--- config.mk ---
export PLATFORM = sky130hd
export DESIGN_NAME = dma_line_ctrl
export DESIGN_NICKNAME = d
export VERILOG_FILES = /design/src/rtl/dma_line_ctrl.sv
export SDC_FILE = /design/constraint.sdc
export NUM_CORES = 1
export LEC_CHECK = 0
export CAP_MARGIN = 10
export CORE_ASPECT_RATIO = 0.9
export CORE_UTILIZATION = 49
export CTS_CLUSTER_SIZE = 40
export DETAILED_ROUTE_END_ITERATION = 10
export PLACE_DENSITY = 0.87
export SLEW_MARGIN = 30
export SYNTH_ARGS = -nofsm -noshare
export SYNTH_HDL_FRONTEND = slang
export SYNTH_SLANG_ARGS = --single-unit
--- constraint.sdc ---
create_clock -name clk_h -period 2.55 [get_ports clk_h]
set_clock_uncertainty 0.05 [all_clocks]
set_input_delay 0.51 -clock clk_h [delete_from_list [all_inputs] [get_ports clk_h]]
set_output_delay 0.51 -clock clk_h [all_outputs]
set_load 0.02 [all_outputs]
--- src/rtl/dma_line_ctrl.sv ---
// ---------------------------------------------------------------------------
// dma_line_ctrl
//   Sequencer for the DMA 64->256-bit line packer. A descriptor (SDRAM source
//   word address, on-chip memory destination line address, line count) is
//   accepted in IDLE. For every line the packer is cleared, BEATS_PER_LINE
//   64-bit SDRAM beats are fetched into it, the assembled line is drained and
//   written to on-chip memory. A one-cycle done pulse ends the transfer.
//
// Ports
//   clk_h, rst_n          clock, synchronous active-low reset
//   start, abort          descriptor valid (IDLE only) / cancel transfer
//   src_addr, dst_addr    first SDRAM word / first memory line address
//   line_count            number of 256-bit lines (0 -> immediate done)
//   busy, done, err       status: non-IDLE, completion pulse, sticky timeout
//   sdram_rd_req/addr     SDRAM read request and word address
//   sdram_rd_ack          SDRAM beat accepted, data valid this cycle
//   clear_data            packer clear pulse
//   sdram_read_enable     packer capture enable (FETCH)
//   add_sdram_addr        packer beat strobe (req & ack)
//   empty_buffer          packer drain pulse
//   write_ready           packer holds a full line
//   read_ready            packer may accept beats
//   mem_we, mem_addr      on-chip memory line write strobe and address
// ---------------------------------------------------------------------------
module dma_line_ctrl #(
  parameter int SDRAM_AW       = 24,
  parameter int MEM_AW         = 12,
  parameter int LEN_W          = 12,
  parameter int BEATS_PER_LINE = 4,
  parameter int TIMEOUT        = 255
) (
  input  logic                clk_h,
  input  logic                rst_n,
  input  logic                start,
  input  logic                abort,
  input  logic [SDRAM_AW-1:0] src_addr,
  input  logic [MEM_AW-1:0]   dst_addr,
  input  logic [LEN_W-1:0]    line_count,
  output logic                busy,
  output logic                done,
  output logic                err,
  output logic                sdram_rd_req,
  output logic [SDRAM_AW-1:0] sdram_addr,
  input  logic                sdram_rd_ack,
  output logic                clear_data,
  output logic                sdram_read_enable,
  output logic                add_sdram_addr,
  output logic                empty_buffer,
  input  logic                write_ready,
  input  logic                read_ready,
  output logic                mem_we,
  output logic [MEM_AW-1:0]   mem_addr
);

  localparam int BEAT_W = $clog2(BEATS_PER_LINE + 1);
  localparam int WD_W   = $clog2(TIMEOUT + 1);
  localparam logic [BEAT_W-1:0] BEAT_FULL = BEAT_W'(BEATS_PER_LINE);
  localparam logic [BEAT_W-1:0] BEAT_LAST = BEAT_W'(BEATS_PER_LINE - 1);
  localparam logic [WD_W-1:0]   WD_LIMIT  = WD_W'(TIMEOUT);

  typedef enum logic [2:0] {
    S_IDLE  = 3'd0,
    S_CLEAR = 3'd1,
    S_FETCH = 3'd2,
    S_WAIT  = 3'd3,
    S_DRAIN = 3'd4,
    S_WRITE = 3'd5,
    S_DONE  = 3'd6
  } state_t;

  state_t              state_r;
  state_t              next_state_s;
  logic [SDRAM_AW-1:0] sdram_addr_r;
  logic [MEM_AW-1:0]   mem_addr_r;
  logic [LEN_W-1:0]    lines_left_r;
  logic [BEAT_W-1:0]   beat_cnt_r;
  logic [WD_W-1:0]     wdog_r;
  logic                err_r;
  logic                clear_pend_r;

  logic                req_s;
  logic                beat_s;
  logic                abort_s;
  logic                timeout_s;
  logic                accept_s;

  // A beat counts only when a request is outstanding; a bare ack is ignored.
  assign req_s     = (state_r == S_FETCH) && read_ready && (beat_cnt_r < BEAT_FULL);
  assign beat_s    = req_s && sdram_rd_ack;
  assign abort_s   = abort && (state_r != S_IDLE);
  assign timeout_s = (state_r == S_WAIT) && !write_ready && (wdog_r == WD_LIMIT);
  assign accept_s  = (state_r == S_IDLE) && start;

  assign busy              = (state_r != S_IDLE);
  assign done              = (state_r == S_DONE);
  assign err               = err_r;
  assign sdram_rd_req      = req_s;
  assign sdram_addr        = sdram_addr_r;
  // Packer is cleared at the start of each line and again after an abort or
  // timeout so no partial line survives into the next transfer.
  assign clear_data        = (state_r == S_CLEAR) || clear_pend_r;
  assign sdram_read_enable = (state_r == S_FETCH);
  assign add_sdram_addr    = beat_s;
  assign empty_buffer      = (state_r == S_DRAIN);
  assign mem_we            = (state_r == S_WRITE);
  assign mem_addr          = mem_addr_r;

  // State register.
  always_ff @(posedge clk_h) begin
    if (!rst_n) begin
      state_r <= S_IDLE;
    end else begin
      state_r <= next_state_s;
    end
  end

  // Next-state logic; abort overrides every transition out of a busy state.
  always_comb begin
    next_state_s = state_r;
    case (state_r)
      S_IDLE: begin
        if (start) begin
          next_state_s = (line_count != {LEN_W{1'b0}}) ? S_CLEAR : S_DONE;
        end else begin
          next_state_s = S_IDLE;
        end
      end
      S_CLEAR: next_state_s = S_FETCH;
      S_FETCH: begin
        if (beat_s && (beat_cnt_r == BEAT_LAST)) begin
          next_state_s = S_WAIT;
        end else begin
          next_state_s = S_FETCH;
        end
      end
      S_WAIT: begin
        if (write_ready) begin
          next_state_s = S_DRAIN;
        end else if (timeout_s) begin
          next_state_s = S_DONE;
        end else begin
          next_state_s = S_WAIT;
        end
      end
      S_DRAIN: next_state_s = S_WRITE;
      S_WRITE: begin
        if (lines_left_r == LEN_W'(1)) begin
          next_state_s = S_DONE;
        end else begin
          next_state_s = S_CLEAR;
        end
      end
      S_DONE:  next_state_s = S_IDLE;
      default: next_state_s = S_IDLE;
    endcase
    if (abort_s) begin
      next_state_s = S_IDLE;
    end else begin
      next_state_s = next_state_s;
    end
  end

  // Addresses, counters, watchdog and status flags.
  always_ff @(posedge clk_h) begin
    if (!rst_n) begin
      sdram_addr_r <= {SDRAM_AW{1'b0}};
      mem_addr_r   <= {MEM_AW{1'b0}};
      lines_left_r <= {LEN_W{1'b0}};
      beat_cnt_r   <= {BEAT_W{1'b0}};
      wdog_r       <= {WD_W{1'b0}};
      err_r        <= 1'b0;
      clear_pend_r <= 1'b0;
    end else begin
      clear_pend_r <= abort_s || timeout_s;
      if (accept_s) begin
        err_r <= 1'b0;
      end else if (timeout_s && !abort) begin
        err_r <= 1'b1;
      end
      case (state_r)
        S_IDLE: begin
          if (start && (line_count != {LEN_W{1'b0}})) begin
            sdram_addr_r <= src_addr;
            mem_addr_r   <= dst_addr;
            lines_left_r <= line_count;
          end
        end
        S_CLEAR: begin
          beat_cnt_r <= {BEAT_W{1'b0}};
          wdog_r     <= {WD_W{1'b0}};
        end
        S_FETCH: begin
          if (beat_s) begin
            sdram_addr_r <= sdram_addr_r + SDRAM_AW'(1);
            beat_cnt_r   <= beat_cnt_r + BEAT_W'(1);
          end
        end
        S_WAIT: begin
          wdog_r <= wdog_r + WD_W'(1);
        end
        S_WRITE: begin
          mem_addr_r   <= mem_addr_r + MEM_AW'(1);
          lines_left_r <= lines_left_r - LEN_W'(1);
        end
        default: begin
          beat_cnt_r <= beat_cnt_r;
        end
      endcase
    end
  end

endmodule

Word level (Yosys, flattened, before mapping)

Index checks and enable logic that the tools add are counted.

Bits in read-only memories: 0
Input port bits: 55
Memories kept: 0
Word-level logic and storage cells: 69
Flip-flop bits (word level): 64
Output and inout port bits: 45
Memory bits (writable): 0
Bits in latches: 0

Shifts and indexed selects: 0
$lt $le $gt $ge: 1
Reductions and logical operators: 26
Equal/unequal tests: 11
Bitwise operators: 1
Divide/modulo/power cells: 0
Mux-type cells: 17
Multipliers: 0
$add $sub $neg: 5

Operators by type and width:

| cell                                                | count |
|---|---|
| 2-to-1 mux 24 bit                                   | 2 |
| case mux 12 bit (2 select lines)                    | 2 |
| case mux 24 bit (2 select lines)                    | 1 |
| adder 24 x 1 -> 24 bit (second input constant)      | 1 |
| 2-to-1 mux 12 bit                                   | 2 |
| 2-to-1 mux 3 bit                                    | 6 |
| case mux 3 bit (6 select lines)                     | 1 |
| case mux 8 bit (2 select lines)                     | 1 |
| adder 12 x 1 -> 12 bit (second input constant)      | 1 |
| == test 12 x 1 -> 1 bit (second input constant)     | 1 |
| nonzero test 12 bit                                 | 1 |
| subtractor 12 x 1 -> 12 bit (second input constant) | 1 |
| logical AND 1 bit                                   | 10 |
| == test 3 x 2 -> 1 bit (second input constant)      | 3 |
| == test 3 bit (second input constant)               | 3 |
| adder 8 x 1 -> 8 bit (second input constant)        | 1 |
| == test 8 bit (second input constant)               | 1 |
| nonzero test 2 bit                                  | 4 |
| case mux 3 bit (2 select lines)                     | 1 |
| != test 2 x 1 -> 1 bit (second input constant)      | 2 |
| AND reduction 2 bit                                 | 2 |
| OR reduction 2 bit                                  | 2 |
| adder 3 x 1 -> 3 bit (second input constant)        | 1 |
| == test 3 x 1 -> 1 bit (second input constant)      | 1 |
| other kinds (8)                                     | 10 |

Logic depth before layout (Yosys ltp)

Depth after elaboration: 7
Gate-level depth with buffers: 10
Mapped depth without buffers: 7

Worst setup path after synthesis

OpenSTA, ideal clock, no wires.

Path kind: input port to flip-flop
Start point: in line_count[3]
End point: reg sdram_addr_r[19], in the netlist sdram_addr[19]
Stages: 6
Arrival: 1.958 ns
Data required time: 2.381 ns
Library setup time: 0.119 ns
Slack: 0.423 ns
Cell sequence: or4_4 > o31a_4 > nor2_8 > buf_6 > a21oi_1 > o221a_1

Word-level cells in the longest chain between the ends: 4

Ends and longest elaborated chain:

| item                             | RTL line | text |
|---|---|---|
| start: declaration               | 38       | `input logic [LEN_W-1:0] line_count,` |
| nonzero test 12 bit              | 182      | `if (start && (line_count != {LEN_W{1'b0}})) begin` |
| logical AND 1 bit                | 182      |  |
| != test 2 x 1 -> 1 bit (no line) | --       |  |
| AND reduction 3 bit (no line)    | --       |  |
| end signal: assignment           | 166      | `sdram_addr_r <= {SDRAM_AW{1'b0}};` |
| end signal: assignment           | 183      | `sdram_addr_r <= src_addr;` |
| end signal: assignment           | 194      | `sdram_addr_r <= sdram_addr_r + SDRAM_AW'(1);` |
| end: declaration                 | 73       | `logic [SDRAM_AW-1:0] sdram_addr_r;` |

No other way between the ends.
A chain may end at the register's enable or synchronous reset.

Worst setup path after layout

Start point: reg state_r[1]
End point: out sdram_read_enable

Word-level cells in the longest chain between the ends: 1

Ends and longest elaborated chain:

| item                     | RTL line | text |
|---|---|---|
| start: declaration       | 71       | `state_t state_r;` |
| start signal: assignment | 113      | `state_r <= next_state_s;` |
| == test 3 x 2 -> 1 bit   | 102      | `assign sdram_read_enable = (state_r == S_FETCH);` |
| end: declaration         | 46       | `output logic sdram_read_enable,` |

No other way between the ends.

==> flow_metrics.py <==
metrics = {
    "detailed_routing": {
        "totalWireLength_mm": 11.4,
        "num_vias": 4198,
        "dr.first_iter.drc_count": 261,
        "detail_route.vias_per_cell": 6.09,
        "dr.pass1.iters": 4,
        "drtAntennaViolNets": 0,
        "average_detailed_routed_wire_length_per_instance_um": 16.5,
        "drc": 0,
    },
    "final_layout": {
        "post_route_cells_drive_above_1_share_pct": 11.6,
        "num_antenna_cells": 0,
        "utilization_pct": 71.7,
        "design.final.nets": 654,
        "synthToLayoutAreaGrowth_pct": 38.3,
        "fillers": 545,
    },
    "sta": {
        "hold_ws_ns": 0.414,
        "layout_min_cycle_time_ns": 2.42,
        "timing_worst_slew_pin_value_ns": 0.600,
        "post-route-period-util_pct": 95.1,
        "hold_violations": 0,
        "final-setup-viol-count": 0,
        "timing.final.max_slew_violations": 0,
        "slew_headroom_pct": 59.6,
        "rsz_0062_raised_after_global_routing": "false",
        "fmaxAchievable_ghz": 0.413,
    },
    "synthesis": {
        "number_of_synthesized_register_bits": 64,
        "syn_avg_cell_area_sq_um": 7.77,
        "syn_nets": 544,
        "synth_async_sr_flop_share_pct": 0,
        "synth.top_cell.area_share_pct": 34.2,
        "yosys_warnings": 0,
        "postSynthCellCount": 482,
        "yosysSeqAreaShare_pct": 34.2,
        "syn-cell-area_sq_um": 3740,
        "synth_area_leaders": "sky130_fd_sc_hd__dfxtp_1 34%, sky130_fd_sc_hd__a21oi_1 8.4%, sky130_fd_sc_hd__nor2_1 6.2%",
        "post-synth-top-area-cell": "sky130_fd_sc_hd__dfxtp_1",
        "ys.flop_type": "sky130_fd_sc_hd__dfxtp_1",
        "synth_edf_count": 0,
        "ys_types": 62,
    },
    "die": {
        "floorplan.die.height_um": 84.9,
        "fp.coreArea_sq_um": 7220,
        "die_x_um": 94.1,
        "initial_utilization_pct": 51.8,
        "die_area_sq_um": 7990,
        "ios": 100,
        "rows": 29,
    },
    "cts": {
        "h-tree-depth": 3,
        "max-clock-path-buffers": 2,
        "cts-hold-fix-buffers": 0,
        "clk_pin_slew_ns": 0.07,
        "cts_num_sinks": 64,
        "postCtsSetupBuffers": 0,
        "clock_latency_ns": 0.35,
        "tritoncts.num_buffers": 9,
        "tritoncts": "yes",
        "clock_tree.root_cell": "sky130_fd_sc_hd__clkbuf_8",
    },
    "global_routing": {
        "first_global_vias": 3924,
        "gr-total-overflow": 0,
        "number_of_antenna_violations_at_the_first_check_in_global_routing": 0,
        "grt_first_pass_wirelength_mm": 18.5,
        "global_route.usage.total_pct": 29.3,
        "grt_start_max_net_pins": 43,
    },
    "worst_setup_path": {
        "timing.critical_path.from_type": "register",
        "path_class": "reg -> out",
        "ff2ff_setup_slack_ns": 0.42,
        "ff2ff_path_depth": 6,
        "required_time_reported_for_the_critical_path_endpoint_ns": 1.99,
        "crit_path_end_kind": "output port",
        "worst_r2r_startpoint": "sdram_addr[1]$_SDFFE_PN0P_",
        "critPathArrivalTime_ns": 1.86,
        "crit-reg2reg-capture": "sdram_addr[20]$_SDFFE_PN0P_",
        "critical_path_peak_fanout": 13,
    },
    "flow_run": {
        "drv.max_cap_violation_count": 0,
    },
    "power": {
        "max-vdd-ir-drop_v": 0.000397,
        "leakagePower_nw": 2.01,
        "p_per_area_nw_per_um2": 570,
    },
    "outcome": {
        "status": "complete, no violations",
    },
    "min_path": {
        "worstHoldEndpoint": "lines_left_r[11]$_SDFFE_PN0P_",
        "hold_path.class": "reg -> reg",
        "min-delay-start": "lines_left_r[11]$_SDFFE_PN0P_",
        "min_path_cells": 2,
    },
    "placed_design": {
        "detailedPlacementHpwl_mm": 8.23,
        "number_of_port_buffers": 99,
        "gp_congestion": 0.892,
    },
}
## state kept, by name, summed over array words and instances (netlist names)
name,count
lines_left_r,12
err,1
state_r,3
wdog_r,8
clear_pend_r,1
mem_addr,12
sdram_addr,24
beat_cnt_r,3
## cell usage after synthesis (all sizes together) (5+ instances only)
master and n:
nand3 34, nor3 13, ha 7, a211oi 5, o221a 8, a22oi 7
o22ai 5, and2 6, nand2 46, and3 10, clkbuf 13, inv 9
buf 18, o21ai 22, a31oi 10, nor2 63, a41oi 5, a21oi 63
nand4 6, o31ai 5, nor4 9, dfxtp 64
## logic make-up (layout without fill, tap and decap cells)
group	after synthesis	after routing	share of synthesized area, %
compound gates	158	158	28.4
fa+ha+maj	7	7	2.34
flops	64	64	34.2
simple gates	211	211	29.3
buf+inv	42	156	5.68
## per-layer routing
metal	up-vias	global-route usage (%)	wire, um
met3	22	6.27	778
met5	-	0	0
li1	2017	-	-
met2	185	49.4	5590
met1	1974	36.9	4730
met4	0	9.79	260
## report_power, final
part           switching, W  internal [W]  total (W)
Sequential         0.000109       0.00109    0.00120
Clock              0.000390      0.000523   0.000913
Combinational      0.000429      0.000411   0.000840
Total              0.000928       0.00202    0.00295
## through the flow
stage | instance area (sq um) | setup TNS (ns) | power, W | instances | worst slack, ns
6_report | 5180 | 0 | 0.00295 | 689 | 0.126
4_1_cts | 5170 | 0 | 0.00295 | 689 | 0.00886
3_3_place_gp | 4960 | -0.699 | 0.00201 | 674 | -0.0956
5_1_grt | 5180 | 0 | 0.00309 | 689 | 0.0584
3_5_place_dp | 4960 | -1.36 | 0.00204 | 674 | -0.137
2_1_floorplan | 3740 | 0 | 0.00166 | 482 | 0.423
## cell usage in the layout (no fill, tap or decap), types with 7 or more instances in the layout
| cell | count |
|---|---|
| sky130_fd_sc_hd__ha_1 | 7 |
| sky130_fd_sc_hd__buf_4 | 28 |
| sky130_fd_sc_hd__clkbuf_8 | 12 |
| sky130_fd_sc_hd__o21ai_0 | 20 |
| sky130_fd_sc_hd__a22oi_1 | 7 |
| sky130_fd_sc_hd__nor4_1 | 7 |
| sky130_fd_sc_hd__nand2_1 | 44 |
| sky130_fd_sc_hd__and3_1 | 10 |
| sky130_fd_sc_hd__dfxtp_1 | 64 |
| sky130_fd_sc_hd__nor2_1 | 62 |
| sky130_fd_sc_hd__nand3_1 | 33 |
| sky130_fd_sc_hd__a21oi_1 | 63 |
| sky130_fd_sc_hd__nor3_1 | 13 |
| sky130_fd_sc_hd__clkdlybuf4s50_1 | 96 |
| sky130_fd_sc_hd__a31oi_1 | 10 |
| sky130_fd_sc_hd__inv_1 | 9 |
## worst max path at each step
stage / slack, ns / cells after the start / endpoint / start
5_1_grt: 0.06 / 4 / done / state_r[1]$_SDFF_PP0_
3_3_place_gp: -0.1 / 7 / sdram_addr[10]$_SDFFE_PN0P_ / line_count[3]
2_1_floorplan: 0.42 / 6 / sdram_addr[19]$_SDFFE_PN0P_ / line_count[3]
6_report: 0.13 / 3 / sdram_read_enable / state_r[1]$_SDFF_PP0_
4_1_cts: 0.009 / 4 / sdram_rd_req / state_r[1]$_SDFF_PP0_
3_5_place_dp: -0.14 / 7 / sdram_addr[12]$_SDFFE_PN0P_ / line_count[3]
## worst max-delay path, stage by stage, from the launching register on
cell and delay, ns:
sky130_fd_sc_hd__dfxtp_1 0.33, sky130_fd_sc_hd__or3b_1 0.43, sky130_fd_sc_hd__clkinv_4 0.14, sky130_fd_sc_hd__clkdlybuf4s50_1 0.62
## layout make-up
type                       instances  area (sq um)  area share (%)
clock buffer                      12           165            3.19
inverter                          11          51.3           0.991
clock inverter                     3          40.0           0.773
timing repair buffer             130          1260            24.4
multi-input combinational        376          2260            43.6
sequential                        64          1280            24.7
tap                               93           116            2.25
## repair_timing
action	4_1_cts	5_1_grt
gates cloned	0	0
resized for setup	2	3
endpoints found under the setup margin	2	3
Power figures use the tool's default switching activity.
